$ cat config.mk
export PLATFORM = sky130hd
export DESIGN_NAME = mux_gate_serial_unit_flat
export DESIGN_NICKNAME = d
export VERILOG_FILES = /design/src/rtl/mux_gate_serial_unit_if.sv /design/src/rtl/mux_gate_serial_unit.sv /design/src/flat_wrapper.sv
export SDC_FILE = /design/constraint.sdc
export NUM_CORES = 1
export LEC_CHECK = 0
export ABC_CLOCK_PERIOD_IN_PS = 2920
export BUFFER_PORTS_ARGS = -buffer_cell sky130_fd_sc_hd__buf_2
export CAP_MARGIN = 10
export CORE_MARGIN = 2
export CORE_UTILIZATION = 50
export CTS_BUF_LIST = sky130_fd_sc_hd__clkbuf_8
export CTS_CLUSTER_SIZE = 30
export DETAILED_ROUTE_END_ITERATION = 8
export PLACE_DENSITY_LB_ADDON = 0.25
export SLEW_MARGIN = 10
export SYNTH_ARGS = -nofsm -noshare
export SYNTH_HDL_FRONTEND = slang
export SYNTH_SLANG_ARGS = --single-unit
export TNS_END_PERCENT = 100
$ cat constraint.sdc
create_clock -name clk -period 2.92 [get_ports clk]
set_input_delay 0.438 -clock clk [delete_from_list [all_inputs] [get_ports clk]]
set_output_delay 0.438 -clock clk [all_outputs]
set_load 0.02 [all_outputs]
$ cat src/rtl/mux_gate_serial_unit_if.sv
// Request/result bus for mux_gate_serial_unit: operand handshake in, result handshake out.
interface mux_gate_serial_unit_if #(
  parameter int unsigned WIDTH = 8
);
  logic             in_valid;
  logic             in_ready;
  logic [2:0]       op;
  logic [WIDTH-1:0] a;
  logic [WIDTH-1:0] b;
  logic             out_valid;
  logic             out_ready;
  logic [WIDTH-1:0] y;
  logic             zero;
  logic             busy;

  modport master (
    output in_valid, op, a, b, out_ready,
    input  in_ready, out_valid, y, zero, busy
  );

  modport slave (
    input  in_valid, op, a, b, out_ready,
    output in_ready, out_valid, y, zero, busy
  );
endinterface

$ cat src/rtl/mux_gate_serial_unit.sv
// Serial bitwise logic unit: one of eight two-input functions evaluated LANES bits per clock
// through a bank of 2:1-mux cells, with valid/ready handshakes on both sides.
module mux_gate_serial_unit #(
  parameter int unsigned WIDTH = 8,
  parameter int unsigned LANES = 1
) (
  input  logic                  clk,
  input  logic                  rst,
  mux_gate_serial_unit_if.slave bus
);

  localparam int unsigned BEATS = (LANES > 0) ? WIDTH / LANES : 1;
  localparam int unsigned CW    = (BEATS > 1) ? $clog2(BEATS) : 1;

  localparam logic [2:0] OP_AND  = 3'd0;
  localparam logic [2:0] OP_OR   = 3'd1;
  localparam logic [2:0] OP_NAND = 3'd2;
  localparam logic [2:0] OP_NOR  = 3'd3;
  localparam logic [2:0] OP_XOR  = 3'd4;
  localparam logic [2:0] OP_XNOR = 3'd5;
  localparam logic [2:0] OP_NOT  = 3'd6;

  // Mux data-input sources: constant 0, constant 1, b, ~b
  localparam logic [1:0] SEL_0  = 2'd0;
  localparam logic [1:0] SEL_1  = 2'd1;
  localparam logic [1:0] SEL_B  = 2'd2;
  localparam logic [1:0] SEL_NB = 2'd3;

  if (WIDTH < 1 || LANES < 1 || (WIDTH % LANES) != 0) begin : g_bad_param
    $error("mux_gate_serial_unit: WIDTH must be >=1 and a multiple of LANES");
  end

  typedef enum logic [1:0] {S_IDLE, S_RUN, S_DONE} state_t;

  state_t           r_state;
  state_t           w_state_nxt;
  logic             r_in_ready;
  logic             r_busy;
  logic             r_out_valid;
  logic [WIDTH-1:0] r_a;
  logic [WIDTH-1:0] r_b;
  logic [2:0]       r_op;
  logic [CW-1:0]    r_cnt;
  logic [WIDTH-1:0] r_part;
  logic [WIDTH-1:0] r_y;
  logic             r_zero;

  logic             w_accept;
  logic             w_beat;
  logic             w_last;
  logic             w_release;
  logic [1:0]       w_d0_sel;
  logic [1:0]       w_d1_sel;
  logic [31:0]      w_base;
  logic [LANES-1:0] w_a_beat;
  logic [LANES-1:0] w_b_beat;
  logic [LANES-1:0] w_lane;
  logic [WIDTH-1:0] w_part_nxt;

  // State register; in_ready/busy are decoded from the next state so they stay flops
  always_ff @(posedge clk) begin
    if (rst) begin
      r_state    <= S_IDLE;
      r_in_ready <= 1'b1;
      r_busy     <= 1'b0;
    end else begin
      r_state    <= w_state_nxt;
      r_in_ready <= (w_state_nxt == S_IDLE);
      r_busy     <= (w_state_nxt == S_RUN);
    end
  end

  // Next-state and datapath strobes
  always_comb begin
    w_state_nxt = r_state;
    w_accept    = 1'b0;
    w_beat      = 1'b0;
    w_last      = 1'b0;
    w_release   = 1'b0;
    case (r_state)
      S_IDLE: begin
        if (bus.in_valid) begin
          w_accept    = 1'b1;
          w_state_nxt = S_RUN;
        end
      end
      S_RUN: begin
        w_beat = 1'b1;
        if (r_cnt == CW'(BEATS - 1)) begin
          w_last      = 1'b1;
          w_state_nxt = S_DONE;
        end
      end
      S_DONE: begin
        if (bus.out_ready) begin
          w_release   = 1'b1;
          w_state_nxt = S_IDLE;
        end
      end
      default: w_state_nxt = S_IDLE;
    endcase
  end

  // Per-op choice of the two mux data inputs shared by every lane
  always_comb begin
    w_d0_sel = SEL_0;
    w_d1_sel = SEL_1;
    case (r_op)
      OP_AND:  begin w_d0_sel = SEL_0;  w_d1_sel = SEL_B;  end
      OP_OR:   begin w_d0_sel = SEL_B;  w_d1_sel = SEL_1;  end
      OP_NAND: begin w_d0_sel = SEL_1;  w_d1_sel = SEL_NB; end
      OP_NOR:  begin w_d0_sel = SEL_NB; w_d1_sel = SEL_0;  end
      OP_XOR:  begin w_d0_sel = SEL_B;  w_d1_sel = SEL_NB; end
      OP_XNOR: begin w_d0_sel = SEL_NB; w_d1_sel = SEL_B;  end
      OP_NOT:  begin w_d0_sel = SEL_1;  w_d1_sel = SEL_0;  end
      default: begin w_d0_sel = SEL_0;  w_d1_sel = SEL_1;  end
    endcase
  end

  assign w_base   = 32'(r_cnt) * LANES;
  assign w_a_beat = LANES'(r_a >> w_base);
  assign w_b_beat = LANES'(r_b >> w_base);

  for (genvar l = 0; l < LANES; l++) begin : g_lane
    logic w_d0;
    logic w_d1;

    always_comb begin
      w_d0 = 1'b0;
      case (w_d0_sel)
        SEL_0:   w_d0 = 1'b0;
        SEL_1:   w_d0 = 1'b1;
        SEL_B:   w_d0 = w_b_beat[l];
        default: w_d0 = ~w_b_beat[l];
      endcase
    end

    always_comb begin
      w_d1 = 1'b0;
      case (w_d1_sel)
        SEL_0:   w_d1 = 1'b0;
        SEL_1:   w_d1 = 1'b1;
        SEL_B:   w_d1 = w_b_beat[l];
        default: w_d1 = ~w_b_beat[l];
      endcase
    end

    assign w_lane[l] = w_a_beat[l] ? w_d1 : w_d0;
  end

  // Partial result is cleared on accept, so OR-ing each new slice into place is enough
  assign w_part_nxt = r_part | (WIDTH'(w_lane) << w_base);

  always_ff @(posedge clk) begin
    if (rst) begin
      r_a         <= '0;
      r_b         <= '0;
      r_op        <= '0;
      r_cnt       <= '0;
      r_part      <= '0;
      r_y         <= '0;
      r_zero      <= 1'b1;
      r_out_valid <= 1'b0;
    end else begin
      if (w_accept) begin
        r_a    <= bus.a;
        r_b    <= bus.b;
        r_op   <= bus.op;
        r_cnt  <= '0;
        r_part <= '0;
      end
      if (w_beat) begin
        r_part <= w_part_nxt;
        r_cnt  <= r_cnt + CW'(1);
      end
      if (w_last) begin
        r_y         <= w_part_nxt;
        r_zero      <= (w_part_nxt == '0);
        r_out_valid <= 1'b1;
      end
      if (w_release) begin
        r_out_valid <= 1'b0;
      end
    end
  end

  assign bus.in_ready  = r_in_ready;
  assign bus.busy      = r_busy;
  assign bus.out_valid = r_out_valid;
  assign bus.y         = r_y;
  assign bus.zero      = r_zero;

endmodule

$ cat src/flat_wrapper.sv
// flat-port wrapper written by rule: the top's interface ports become plain ports
module mux_gate_serial_unit_flat 
#(
  parameter int unsigned WIDTH = 8,
  parameter int unsigned LANES = 1
)
  (clk, rst, bus_in_valid, bus_op, bus_a, bus_b, bus_out_ready, bus_in_ready, bus_out_valid, bus_y, bus_zero, bus_busy);
  mux_gate_serial_unit_if #(.WIDTH(WIDTH)) bus_i ();
  input  logic clk;
  input  logic rst;
  input wire logic [$bits(bus_i.in_valid)-1:0] bus_in_valid;
  input wire logic [$bits(bus_i.op)-1:0] bus_op;
  input wire logic [$bits(bus_i.a)-1:0] bus_a;
  input wire logic [$bits(bus_i.b)-1:0] bus_b;
  input wire logic [$bits(bus_i.out_ready)-1:0] bus_out_ready;
  output wire logic [$bits(bus_i.in_ready)-1:0] bus_in_ready;
  output wire logic [$bits(bus_i.out_valid)-1:0] bus_out_valid;
  output wire logic [$bits(bus_i.y)-1:0] bus_y;
  output wire logic [$bits(bus_i.zero)-1:0] bus_zero;
  output wire logic [$bits(bus_i.busy)-1:0] bus_busy;
  assign bus_i.in_valid = bus_in_valid;
  assign bus_i.op = bus_op;
  assign bus_i.a = bus_a;
  assign bus_i.b = bus_b;
  assign bus_i.out_ready = bus_out_ready;
  assign bus_in_ready = bus_i.in_ready;
  assign bus_out_valid = bus_i.out_valid;
  assign bus_y = bus_i.y;
  assign bus_zero = bus_i.zero;
  assign bus_busy = bus_i.busy;
  mux_gate_serial_unit #(.WIDTH(WIDTH), .LANES(LANES)) u_core (.clk(clk), .rst(rst), .bus(bus_i));
endmodule
==> results by group <==
Outcome
  • Status: finished, final reports clean

Floorplanning
  • I/O pin cnt: 35
  • Die area: 4380 um^2
  • DIE HEIGHT: 66.2 um
  • Rows: 22
  • Die Width: 66.2 um
  • Core footprint: 3690 um^2
  • Starting Density: 52.4%

Global route
  • Largest net degree at the start of global routing: 34
  • Gr ovfl total: 0
  • Number of global-route vias before repair: 1429
  • GRT Util Overall: 18.7%
  • Initial antenna violation count: 0
  • First-pass GRT wire length: 6330 um

Logic synthesis
  • Gate Count Post-Synth: 220
  • Synth Area in XOR/XNOR: 0%
  • Post-synth EDFFs: 0
  • Synth Area in Adders: 1.29%
  • Main combinational cell family by area after synthesis: simple AND/OR/NAND/NOR gates
  • Yosys cell types: 36
  • Synth top area cells: dfxtp_1, nand2_1, a21oi_1, mux4_2, o31ai_1
  • Syn Area/Cell: 8.79 um^2
  • Yosys warns: 0
  • Asr flop ratio synth: 0%
  • Post-synth top area share: 45.5%
  • Synth top cells by count: nand2_1, dfxtp_1, a21oi_1, nor2_1, o21ai_1
  • Dominant cell by count in the synthesized netlist: nand2_1
  • Post-synthesis simple-gate area fraction: 23.5%
  • Cell Area, Synth: 1930 um^2
  • Yosys reg bits: 44
  • Area leader, netlist: dfxtp_1
  • Main synth FF type: dfxtp_1
  • Mux share of post-synthesis cell area: 6.53%
  • Syn Nets: 245
  • Compound-Gate Fraction of Synth Area: 19.9%
  • Sequential share of the synthesized area: 45.5%

CTS
  • CTS buffer count: 5
  • CTS Sinks: 44
  • Postcts setup bufs: 0
  • TritonCTS clock tree: yes
  • Worst-path clk slew: 80 ps
  • Maximum clock path buffer count: 2
  • Clock Root Buffer: clkbuf_8
  • Hold_buf cts: 0
  • Post_cts resized: 0
  • CTS H-Tree Depth: 2
  • Clock latency on the worst-skew pair: 290 ps

Placement
  • Dpl ws: 298 ps
  • GP Congestion: 0.785
  • Placed Instance Area: 2110 um^2
  • IO buf count: 34
  • DP HPWL: 2690 um

Route
  • Remaining antenna violation count: 0
  • Via count: 1625
  • Post-DR wirelength/cell: 12.7 um
  • Vias/cell: 5.45
  • Routed WL: 3780 um
  • Post-route DRC: 0
  • DR iter-0 viols: 74
  • TritonRoute pass-1 iters: 4

Critical path
  • Arr. time, crit path: 2760 ps
  • Crit. End Element: flip-flop
  • Crit-path max FO: 8
  • CP Capture Point: u_core.bus.y[3]
  • Setup crit start: u_core.r_cnt[0]
  • CP startpoint kind: flip-flop
  • R2R cell count: 6
  • CP Class: reg -> reg
  • R2R Path Start: u_core.r_cnt[0]
  • R2r setup slk: 320 ps
  • WP data required: 3080 ps
  • Worst r2r dst: u_core.bus.y[3]

STA
  • Worst Tran Pin Value: 653 ps
  • Count of final setup violators: 0
  • F_max: 385 MHz
  • Final worst-path cycle share: 88.9%
  • Final worst slack: 323 ps
  • Worst slew margin: 56.5%
  • Clock skew: 5.92 ps
  • RSZ-0062 raised after global routing: no
  • Slew Limit Fails: 0
  • Setup TNS: 0 ps
  • Clock period minus worst slack: 2600 ps
  • Final-report hold violation count: 0

Pwr
  • Peak VDD IR: 0.344 mV
  • Power per Cell Area: 515 nW/um^2
  • P_leak: 0.879 nW
  • Post-route total power: 1.13 mW

Finish
  • Area added between synthesis and finish: 13.8%
  • Final core area utilization: 59.7%
  • Multi-input logic area: 990 um^2
  • Layout cell share with drive strength beyond 1: 21.6%
  • Total area of sequential cells: 881 um^2
  • # diodes: 0
  • Fill cells: 361
  • Final instance area: 2200 um^2
  • Nets@finish: 274

Run
  • Max_cap viols: 0

Min path
  • Hold WC Path Type: in -> reg
==> worst min-delay path by stage <==
stage,to,cells past startpoint,startpoint
floorplan,u_core.r_a[4],2,u_core.r_a[4]
global placement,u_core.r_a[7],2,u_core.r_a[7]
detailed placement,u_core.r_b[4],2,u_core.r_b[4]
CTS,u_core.r_a[5],3,bus_a[5]
global route,u_core.r_op[0],3,bus_op[0]
finish,u_core.r_a[2],3,bus_a[2]
==> registers in the layout, summed over array words and instances, names as in the netlist <==
register / count
u_core.bus.zero: 1
u_core.bus.y: 8
u_core.r_part: 8
u_core.bus.busy: 1
u_core.bus.in_ready: 1
u_core.r_b: 8
u_core.r_op: 3
u_core.bus.out_valid: 1
u_core.r_cnt: 3
u_core.r_state: 2
u_core.r_a: 8
==> per-stage QoR <==
stage	hold WS [ps]	cells
3_5_place_dp	450	290
3_3_place_gp	443	290
5_1_grt	385	298
6_report	380	298
2_1_floorplan	433	220
4_1_cts	374	298
==> power breakdown <==
| part | internal, mW | total, mW | switching [mW] |
|---|---|---|---|
| combinational | 0.0505 | 0.121 | 0.0707 |
| sequential | 0.620 | 0.639 | 0.0186 |
| clock | 0.186 | 0.374 | 0.188 |
==> layer usage <==
| metal | up-vias | GRT usage, % | wire, um |
|---|---|---|---|
| met3 | 4 | 4.26 | 166 |
| met4 | 0 | 6.89 | 35 |
| met5 | - | 0 | 0 |
| met2 | 39 | 31.5 | 1820 |
| li1 | 839 | - | - |
| met1 | 743 | 23.3 | 1760 |
==> cell families after synthesis <==
group | after synthesis
buf+inv | 15
simple gates | 95
mux | 7
compound gates | 57
fa+ha+maj | 2
flops | 44
==> critical path: stages (launching register included) <==
cell	delay, ps
dfxtp_1	600
mux4_2	560
mux2_2	320
o211ai_1	270
o211ai_4	150
o31ai_4	440
o21ai_1	130
==> cell type report <==
class | count | share of cell area (%)
multi-input combinational | 161 | 44.9
tap | 48 | 2.73
clock inverter | 2 | 0.341
inverter | 3 | 0.511
sequential | 44 | 40.0
timing repair buffer | 34 | 7.73
clock buffer | 6 | 3.75
==> cell usage in the layout, fill, tap and decap left out, drive strengths merged, types with 5 or more instances in the layout <==
cell type	count
inv	5
a21oi	21
nor2	9
nand2	53
buf	34
clkbuf	6
and3	8
a31oi	8
o31ai	10
dfxtp	44
o21ai	11
No activity file was read; power rests on OpenSTA's default activity.
